File: src/rtl/clk_div_pkg.sv
// Shared types for the multi-channel clock divider: default counter width, channel FSM states, bus slicing.
// Latency: n/a (types only); backpressure: none.
package clk_div_pkg;

  localparam int CW_DEF = 8;

  typedef enum logic [1:0] {
    IDLE     = 2'd0,
    RUN      = 2'd1,
    STOPPING = 2'd2
  } chan_state_e;

  function automatic int slice_lsb(input int c, input int cw);
    return c * cw;
  endfunction

endpackage

File: src/rtl/clk_div_chan.sv
// One divider channel: half-period counter, run/stop FSM, shadowed ratio applied only at a period boundary.
// Latency: first rising edge active+2 cycles after en rises; backpressure: none, strobes always accepted.
module clk_div_chan
  import clk_div_pkg::*;
#(
  parameter int            CW      = CW_DEF,
  parameter logic [CW-1:0] RST_DIV = '0
) (
  input  logic          clk_in,
  input  logic          rst,
  input  logic          en,
  input  logic          div_load,
  input  logic [CW-1:0] div_val,
  input  logic          sync,
  output logic          div_busy,
  output logic          clk_out,
  output logic          ce_out
);

  chan_state_e   state_q, state_d;
  logic [CW-1:0] cnt_q, cnt_d;
  logic [CW-1:0] active_q, active_d;
  logic [CW-1:0] shadow_q, shadow_d;
  logic          clk_q, clk_d;
  logic          ce_q, ce_d;
  logic          busy_q, busy_d;
  logic          counting;
  logic          toggle;
  logic          fall;

  always_comb begin
    counting = (state_q != IDLE);
    // >= rather than == so the counter can never run past the active ratio
    toggle   = counting && (cnt_q >= active_q);
    fall     = toggle && clk_q;

    state_d  = state_q;
    cnt_d    = cnt_q;
    clk_d    = clk_q;
    ce_d     = 1'b0;
    active_d = active_q;
    shadow_d = div_load ? div_val : shadow_q;
    busy_d   = busy_q | div_load;

    if (sync) begin
      state_d  = en ? RUN : IDLE;
      cnt_d    = '0;
      clk_d    = 1'b0;
      active_d = div_load ? div_val : (busy_q ? shadow_q : active_q);
      busy_d   = 1'b0;
    end else begin
      if (busy_q && (!counting || fall)) begin
        active_d = shadow_q;
        busy_d   = div_load;
      end

      // en dropping exactly on the falling toggle completes the period there
      unique case (state_q)
        IDLE:     if (en) state_d = RUN;
        RUN:      if (!en) state_d = fall ? IDLE : STOPPING;
        STOPPING: begin
          if (en)        state_d = RUN;
          else if (fall) state_d = IDLE;
        end
        default:  state_d = IDLE;
      endcase

      if (toggle) begin
        cnt_d = '0;
        clk_d = ~clk_q;
        ce_d  = ~clk_q;
      end else if (counting) begin
        cnt_d = cnt_q + CW'(1);
      end
    end
  end

  always_ff @(posedge clk_in or posedge rst) begin
    if (rst) begin
      state_q  <= IDLE;
      cnt_q    <= '0;
      active_q <= RST_DIV;
      shadow_q <= RST_DIV;
      clk_q    <= 1'b0;
      ce_q     <= 1'b0;
      busy_q   <= 1'b0;
    end else begin
      state_q  <= state_d;
      cnt_q    <= cnt_d;
      active_q <= active_d;
      shadow_q <= shadow_d;
      clk_q    <= clk_d;
      ce_q     <= ce_d;
      busy_q   <= busy_d;
    end
  end

  assign div_busy = busy_q;
  assign clk_out  = clk_q;
  assign ce_out   = ce_q;

endmodule

File: src/rtl/clk_divider_multi.sv
// N-channel programmable even-ratio clock divider, fully synchronous to clk_in with registered outputs.
// Latency: outputs registered, one cycle from any control input; backpressure: none.
module clk_divider_multi
  import clk_div_pkg::*;
#(
  parameter int NCH     = 2,
  parameter int CW      = CW_DEF,
  parameter int RST_DIV = 0
) (
  input  logic              clk_in,
  input  logic              rst,
  input  logic [NCH-1:0]    en,
  input  logic [NCH*CW-1:0] div_in,
  input  logic [NCH-1:0]    div_load,
  input  logic              sync,
  output logic [NCH-1:0]    div_busy,
  output logic [NCH-1:0]    clk_out,
  output logic [NCH-1:0]    ce_out
);

  localparam logic [CW-1:0] RST_DIV_W = CW'(RST_DIV);

  for (genvar c = 0; c < NCH; c++) begin : g_chan
    clk_div_chan #(
      .CW      (CW),
      .RST_DIV (RST_DIV_W)
    ) u_chan (
      .clk_in   (clk_in),
      .rst      (rst),
      .en       (en[c]),
      .div_load (div_load[c]),
      .div_val  (div_in[slice_lsb(c, CW) +: CW]),
      .sync     (sync),
      .div_busy (div_busy[c]),
      .clk_out  (clk_out[c]),
      .ce_out   (ce_out[c])
    );
  end

endmodule

File: config.mk
export PLATFORM = sky130hd
export DESIGN_NAME = clk_divider_multi
export DESIGN_NICKNAME = d
export VERILOG_FILES = /design/src/rtl/clk_div_pkg.sv /design/src/rtl/clk_div_chan.sv /design/src/rtl/clk_divider_multi.sv
export SDC_FILE = /design/constraint.sdc
export NUM_CORES = 1
export LEC_CHECK = 0
export CAP_MARGIN = 20
export CORE_ASPECT_RATIO = 0.9
export CORE_UTILIZATION = 33
export DETAILED_ROUTE_END_ITERATION = 12
export DONT_BUFFER_PORTS = 1
export PLACE_DENSITY = 0.56
export SYNTH_ARGS = -nofsm -noshare
export SYNTH_HDL_FRONTEND = slang
export SYNTH_SLANG_ARGS = --single-unit
File: constraint.sdc
create_clock -name clk_in -period 3.1 [get_ports clk_in]
set_input_delay 0.62 -clock clk_in [delete_from_list [all_inputs] [get_ports clk_in]]
set_output_delay 0.62 -clock clk_in [all_outputs]
set_load 0.01 [all_outputs]
# After elaboration in Yosys (flattened, before gate mapping)
# Cells that the tools add are included.
# op_classes
div	0
magnitude_cmp	2
n_bitwise	4
shifts	0
n_addsub	2
reduce_logical	24
n_eq_ne	12
mul	0
muxes	42
# ops
operator	count
two-way mux 8 bit	14
two-way mux 2 bit	12
adder 8 x 1 -> 8 bit, second input constant	2
greater-or-equal comparator 8 bit	2
two-way mux 1 bit	14
inequality test 3 bit, second input constant	4
case mux 2 bit (3 select lines)	2
nonzero test 2 bit	6
inequality test 4 x 3 -> 1 bit, second input constant	2
logical AND 1 bit	6
inequality test 3 x 2 -> 1 bit, second input constant	2
AND reduction 3 bit	2
nonzero test 3 bit	2
equality test 2 x 1 -> 1 bit, second input constant	2
equality test 2 bit, second input constant	2
zero test 2 bit	2
AND reduction 2 bit	2
zero test 1 bit	2
logical OR 1 bit	2
inverter 1 bit	2
OR 1 bit	2
# totals
ramBits	0
latch_bits	0
n_memories	0
inputBits	23
romBits	0
regBits	58
out_inout_bits	6

# Longest topological paths before layout
# Gate-level depths: netlist (run 1).
# logic_depth
depth_word	7
ltp_mapped	8

# Hierarchy
# Synthesis (run 1) repeated with hierarchy kept, for this count alone.
# unflattened
hier_cells	262
hier_area_um2	3020.4
# modules_own_cells
mod	instances	area_per_inst_um2	cells_per_inst	seq_area_each_um2
clk_div_chan	2	1510.2	131	725.7

# Worst setup path after synthesis (run 1)
# Ideal clock, no wire load.
# synth_path
path_type	register -> register
from	register g_chan[1].u_chan.cnt_q[2]
to	register g_chan[1].u_chan.active_q[0]
path_slack_ps	909
period_less_slack_ps	2191
path_stages_with_launch	7
setup_time_ps	125
arrival_ps	2066
path_buffers	0
path_cell_list	dfrtp_1 -> ha_1 -> and3_1 -> o21ai_1 -> a311o_1 -> a211oi_4 -> mux2_4
# synth_between
elab_chain_len	7
# synth_rtl
element	line	text
start, declared	clk_div_chan.sv:21	logic [CW-1:0] cnt_q, cnt_d;
start signal, assigned	clk_div_chan.sv:89	cnt_q <= cnt_d;
greater-or-equal comparator 8 bit	clk_div_chan.sv:34	toggle = counting && (cnt_q >= active_q);
logical AND 1 bit	clk_div_chan.sv:34	
logical AND 1 bit	clk_div_chan.sv:35	fall = toggle && clk_q;
logical OR 1 bit	clk_div_chan.sv:52	if (busy_q && (!counting || fall)) begin
logical AND 1 bit	clk_div_chan.sv:52	
nonzero test 2 bit (no source line)	-	
AND reduction 2 bit (no source line)	-	
end signal, assigned	clk_div_chan.sv:90	active_q <= active_d;
end, declared	clk_div_chan.sv:22	logic [CW-1:0] active_q, active_d;
# Every way passes these cells.
# A chain may end at the register's enable or synchronous reset.

# Final worst setup path (run 1)
# layout_path
from	register g_chan[1].u_chan.cnt_q[2]
to	register g_chan[1].u_chan.active_q[5]
# Same word-level chain as after synthesis.

==> impl_metrics.py, run 1 <==
metrics = {
    "placement": {
        "placed_cells": 400,
        "post-dp-hpwl_mm": 4.18,
        "port-buffer-count": 0,
        "gp_congestion": 0.733,
        "placed_area_mm2": 0.00319,
    },
    "yosys": {
        "syn_area_mm2": 0.00309,
        "ys_seq_area_share_pct": 47.0,
        "synth_top_area_cell": "dfrtp_1",
        "synth_top_area_share_pct": 47.0,
        "yosysWarnings": 0,
        "avgSynthCellArea_um2": 10.7,
        "ys_top_cells_by_count": "dfrtp_1, mux2i_1, nand2_1",
        "synthFlopType": "dfrtp_1",
        "synthArstFlopShare_pct": 100,
        "ys_types": 49,
        "synth_fp_nets": 330,
        "syn_inst": 289,
        "synth_edf_count": 0,
        "yosysMostFrequentCell": "dfrtp_1",
        "ys_top_cells_by_area": "dfrtp_1, mux2i_1, ha_1, mux2_2, nand2_1",
        "ys_ff_latch": 58,
    },
    "cts": {
        "h-tree-depth": 3,
        "cts.sinks": 58,
        "cts_setup_buffers": 0,
        "cts.path.max_buffers": 2,
        "cts_hold_buf": 0,
        "cts_buffers": 9,
        "path_clk_slew_ns": 0.06,
        "cts_root_buf": "clkbuf_8",
        "worstSkewPairLatency_ns": 0.33,
        "cts_repair_resize_count": 0,
        "cts_tree": "built",
    },
    "finish": {
        "n_antenna_cell": 0,
        "fin_cells": 415,
        "area_growth_syn_to_layout_pct": 9.25,
        "fin_util_pct": 37.1,
        "fin_nets": 330,
        "finalInstanceArea_mm2": 0.00337,
        "drive_gt1_share_pct": 14.0,
    },
    "die": {
        "rows": 33,
        "initial_core_util_pct": 34.0,
        "die_w_um": 104,
        "coreArea_mm2": 0.00908,
        "die_area_mm2": 0.00974,
        "pin_count": 29,
        "die_h_um": 93.7,
    },
    "grt": {
        "grt_max_degree": 59,
        "grt_usage_pct": 13.9,
        "grt_pass1_wl_mm": 10.5,
        "gr-total-overflow": 0,
        "grt_pass1_vias": 2232,
        "antenna_found_initial": 0,
    },
    "power": {
        "swShare_pct": 26.4,
        "combPwrFrac_pct": 16.6,
        "seq_power_share_pct": 47.8,
        "switchingPower_mw": 0.497,
        "power.density_mw_per_mm2": 558,
        "p_leak_nw": 1.53,
        "peakVddDrop_v": 0.000226,
        "p_int_mw": 1.38,
        "pwr-share-clk_pct": 35.6,
        "power_mw": 1.88,
    },
    "setup_path": {
        "required_ns": 3.36,
        "critPathLaunch": "g_chan[1].u_chan.cnt_q[2]",
        "crit_buf_inv": 1,
        "cp-end-kind": "register",
        "cp_top_family": "compound AO/OA/AOI/OAI gates",
        "r2r-start": "g_chan[1].u_chan.cnt_q[2]",
        "crit_chain": "ha_1 -> and3_1 -> o21ai_1 -> a311o_1 -> a211oi_4 -> buf_4 -> mux2i_1",
        "worst-path-stages": 7,
        "critPathKind": "reg -> reg",
        "crit_fanout": 11,
        "crit_slowest_cell": "a311o_1",
        "cp-start-kind": "register",
        "max_stage_delay_ns": 0.53,
        "arrival_ns": 2.72,
        "ff2ff_path_depth": 7,
    },
    "timing": {
        "slew_violations": 0,
        "slew_headroom_pct": 50.7,
        "finalHoldViolCount": 0,
        "tightestPinTransition_ns": 0.740,
        "fin_crit_sh_pct": 79.4,
        "min_period_ns": 2.46,
        "fmax_mhz": 406,
        "clock_skew_ns": 0.00845,
        "setup_viol": 0,
        "fin_setup_tns_ns": 0,
        "grt_setup_unrepaired": "no",
    },
    "outcome": {
        "outcome": "complete, but fails checks",
        "violations": "design-rule violations",
    },
    "min_path": {
        "hold_start": "sync",
        "worstHoldPathType": "in -> reg",
        "whs_path_depth": 1,
    },
    "drt": {
        "drc": 2,
        "wl_mm": 5.92,
        "vias": 2042,
        "detail_route.vias_per_cell": 4.92,
        "dr.first_iter.drc_count": 47,
        "first_pass_iters": 8,
        "drtAntennaViolNets": 0,
        "wl_per_cell_um": 14.3,
    },
    "run": {
        "cap_violations": 0,
    },
}
final timing paths:
kind,slack [ns],to
max,0.64,g_chan[1].u_chan.active_q[5]
min,0.35,g_chan[0].u_chan.cnt_q[0]
max reg2reg,0.64,g_chan[1].u_chan.active_q[5]
min reg2reg,0.51,g_chan[0].u_chan.shadow_q[4]
max in group asynchronous,2.23,g_chan[1].u_chan.cnt_q[6]
min in group asynchronous,0.38,g_chan[0].u_chan.shadow_q[7]
logic make-up (layout without fill, tap and decap cells):
| group | count (synthesis) | after routing | share of synthesized area, % |
|---|---|---|---|
| fa+ha+maj | 18 | 18 | 7.30 |
| mux | 50 | 50 | 17.2 |
| buf+inv | 36 | 40 | 5.23 |
| compound gates | 40 | 40 | 9.08 |
| xor+xnor | 5 | 5 | 1.42 |
| simple gates | 82 | 82 | 12.8 |
| flops | 58 | 58 | 47.0 |
stage by stage:
stage               setup WS [ns]  hold WS, ns
finish                      0.639        0.346
global route                0.487        0.317
CTS                         0.628        0.324
detailed placement          0.640        0.490
global placement            0.722        0.484
floorplan                   0.909        0.454
power groups by stage:
stage | Combinational [mW] | Clock (mW) | Sequential, mW
finish | 0.313 | 0.670 | 0.899
global route | 0.367 | 0.731 | 0.912
CTS | 0.321 | 0.697 | 0.899
detailed placement | 0.319 | 0 | 0.914
global placement | 0.305 | 0 | 0.912
floorplan | 0.270 | 0 | 0.900
flip-flops by register name (all words and copies together), names as in the netlist:
register,flops
g_chan.u_chan.state_q,4
g_chan.u_chan.active_q,16
g_chan.u_chan.div_busy,2
g_chan.u_chan.cnt_q,16
g_chan.u_chan.ce_out,2
g_chan.u_chan.clk_out,2
g_chan.u_chan.shadow_q,16
placed cells by master (no fill, tap or decap), drive strengths merged, types with 2 or more instances in the layout:
cell and count:
dfrtp 58, nand2b 3, nor4 3, o21ai 5
nand3b 2, clkbuf 12, buf 4, o21a 4
nand2 27, mux2 20, xnor2 3, nand4 3
nor3 9, a21oi 11, a31oi 5, nor2b 5
inv 20, nand3 9, xor2 2, mux2i 30
clkinv 3, or2 3, ha 18, a211oi 4
nor2 14
area by class of cell:
| type | instances | area [um2] |
|---|---|---|
| sequential | 58 | 1450 |
| clock inverter | 3 | 40.0 |
| inverter | 21 | 78.8 |
| clock buffer | 12 | 145 |
| fill | 925 | 5710 |
| timing repair buffer | 4 | 30.0 |
| tap | 122 | 153 |
| multi-input combinational | 195 | 1470 |
routing by layer:
metal	global-route usage [%]	wire length, um	vias up
met5	0	0	-
met4	5.24	90	0
met3	4.79	233	8
met2	23.8	2900	31
met1	16.1	2700	991
li1	-	-	1012
Note: power is estimated with default switching activity, not from simulation.
==> inputs of run 2 (changes only) <==
--- a/config.mk
+++ b/config.mk
@@ -10,7 +10,7 @@
 export CORE_UTILIZATION = 33
 export DETAILED_ROUTE_END_ITERATION = 12
 export DONT_BUFFER_PORTS = 1
-export PLACE_DENSITY = 0.56
+export PLACE_DENSITY = 0.57
 export SYNTH_ARGS = -nofsm -noshare
 export SYNTH_HDL_FRONTEND = slang
 export SYNTH_SLANG_ARGS = --single-unit
==> constraint.sdc (replaced) <==
create_clock -name clk_in -period 2.12 [get_ports clk_in]
set_input_delay 0.424 -clock clk_in [delete_from_list [all_inputs] [get_ports clk_in]]
set_output_delay 0.424 -clock clk_in [all_outputs]
set_load 0.01 [all_outputs]
==> run 2 against run 1 <==
  * The flow now finishes without violations
  * Maximum frequency is 20% higher
  * Utilization grew 1.4 points
  * First-iteration DRC count grew 77%
  * Clock power grew 47%
  * Die area is the same
  * Register-to-register slack worse by 0.56 ns
  * Non-clock buffer count up 13
  * Critical path type unchanged
  * Largest power group unchanged
  * Highest routed layer unchanged
==> impl_metrics.py, run 2 (synthesized netlist as in run 1, its figures left out) <==
metrics = {
    "finish": {
        "fin_nets": 343,
        "fin_util_pct": 38.5,
        "layout_common_cells": "dfrtp_1, mux2i_1, nand2_1",
        "area_growth_syn_to_layout_pct": 13.5,
        "finalInstanceArea_mm2": 0.00350,
        "drive_gt1_share_pct": 18.3,
        "seqCellArea_mm2": 0.00145,
        "multi_input_area_mm2": 0.00149,
        "nFillCells": 920,
        "fin_cells": 428,
        "n_antenna_cell": 0,
        "top_regs": "g_chan.u_chan.active_q (16), g_chan.u_chan.cnt_q (16), g_chan.u_chan.shadow_q (16)",
        "mostFrequentLayoutCell": "dfrtp_1",
    },
    "setup_path": {
        "worst_r2r_endpoint": "g_chan[1].u_chan.active_q[0]",
        "crit_slowest_cell": "a311o_1",
        "crit_fanout": 3,
        "cp-end-kind": "register",
        "crit_buf_inv": 0,
        "ff2ff_path_depth": 6,
        "critPathKind": "reg -> reg",
        "cp_top_family": "compound AO/OA/AOI/OAI gates",
        "r2r-start": "g_chan[1].u_chan.cnt_q[1]",
        "required_ns": 2.34,
        "max_stage_delay_ns": 0.40,
        "r2r_setup_slack_ns": 0.08,
        "arrival_ns": 2.27,
        "crit_chain": "ha_1 -> nor2b_4 -> o211ai_1 -> a311o_1 -> a211oi_4 -> mux2_4",
        "cp-start-kind": "register",
    },
    "placement": {
        "placed_cells": 412,
        "post-dp-hpwl_mm": 4.34,
        "gp_congestion": 0.781,
        "placed_area_mm2": 0.00329,
        "port-buffer-count": 0,
    },
    "drt": {
        "first_pass_iters": 4,
        "wl_per_cell_um": 13.9,
        "drc": 0,
        "wl_mm": 5.97,
        "dr.first_iter.drc_count": 83,
        "drtAntennaViolNets": 0,
        "vias": 2122,
        "detail_route.vias_per_cell": 4.96,
    },
    "timing": {
        "fin_crit_sh_pct": 96.4,
        "slew_violations": 0,
        "fin_setup_tns_ns": 0,
        "slew_headroom_pct": 71.6,
        "tightestPinTransition_ns": 0.425,
        "grt_setup_unrepaired": "yes",
        "fmax_mhz": 489,
        "clock_skew_ns": 0.00815,
        "setup_viol": 0,
        "finalHoldViolCount": 0,
        "min_period_ns": 2.04,
    },
    "power": {
        "power.density_mw_per_mm2": 799,
        "p_leak_nw": 1.60,
        "peakVddDrop_v": 0.000557,
        "power_mw": 2.80,
    },
    "die": {
        "coreArea_mm2": 0.00908,
        "die_area_mm2": 0.00974,
        "pin_count": 29,
        "initial_core_util_pct": 34.0,
        "die_w_um": 104,
        "die_h_um": 93.7,
        "rows": 33,
    },
    "cts": {
        "cts.sinks": 58,
        "path_clk_slew_ns": 0.06,
        "cts_hold_buf": 0,
        "cts_buffers": 9,
        "cts_tree": "built",
        "cts_root_buf": "clkbuf_8",
        "worstSkewPairLatency_ns": 0.34,
        "h-tree-depth": 3,
        "cts.path.max_buffers": 2,
    },
    "grt": {
        "gr-total-overflow": 0,
        "grt_max_degree": 59,
        "grt_pass1_wl_mm": 10.5,
        "antenna_found_initial": 0,
        "grt_pass1_vias": 2191,
        "grt_usage_pct": 14.1,
    },
    "run": {
        "cap_violations": 0,
    },
    "outcome": {
        "outcome": "completed",
    },
    "min_path": {
        "worstHoldPathType": "in -> async",
    },
}
## run 2: per-layer routing
layer  global-route usage (%)  vias to the layer above  part of all wire [%]
li1                         -                     1042                     -
met1                     17.0                     1041                    45
met2                     23.0                       31                    50
met3                     4.72                        8                   4.1
met4                     6.07                        0                   1.6
met5                        0                        -                     0
## run 2: final cells by class
cell class	instances	share of cell area, %
Multi-Input combinational cell	195	42.4
Sequential cell	58	41.5
Tap cell	122	4.36
Timing Repair Buffer	17	4.22
Clock buffer	12	4.15
Inverter	21	2.25
Clock inverter	3	1.14
## run 2: how the worst max path moves through the flow
stage,startpoint,to,slack [ns],depth (start not counted)
global route,g_chan[1].u_chan.cnt_q[1],g_chan[1].u_chan.active_q[2],-0.03,7
CTS,g_chan[1].u_chan.cnt_q[1],g_chan[1].u_chan.active_q[6],0.05,7
global placement,g_chan[1].u_chan.cnt_q[1],g_chan[1].u_chan.active_q[7],0.09,7
detailed placement,g_chan[1].u_chan.cnt_q[1],g_chan[1].u_chan.active_q[6],0.06,7
finish,g_chan[1].u_chan.cnt_q[1],g_chan[1].u_chan.active_q[0],0.08,6
floorplan,g_chan[1].u_chan.cnt_q[1],g_chan[1].u_chan.active_q[0],-0.03,6
## run 2: worst reg2reg max path, delay by kind of cell, from the launching register on
| kind | cells | cell delay [ns] |
|---|---|---|
| AND/OR/NAND/NOR | 1 | 0.12 |
| multiplexers | 1 | 0.33 |
| AO/OA/AOI/OAI | 3 | 0.80 |
| flip-flops | 1 | 0.38 |
| adder cells (fa/ha/maj) | 1 | 0.30 |
## run 2: power by group
part           switching (mW)  leakage, nW  internal [mW]
sequential             0.0634        0.726           1.25
combinational           0.257        0.782          0.242
clock                   0.419       0.0962          0.565
total                   0.739         1.60           2.06
## run 2: stage by stage
| stage | setup WS, ns | hold WS, ns |
|---|---|---|
| 6_report | 0.0755 | 0.0199 |
| 2_1_floorplan | -0.0340 | 0.454 |
| 4_1_cts | 0.0463 | 0.0210 |
| 3_3_place_gp | 0.0862 | 0.398 |
| 5_1_grt | -0.0331 | 0.0506 |
| 3_5_place_dp | 0.0630 | 0.399 |
## run 2: repair_timing
item / CTS / global route
gates resized for setup: 0 / 5
setup endpoints to repair: 0 / 13
buffers inserted: 0 / 1
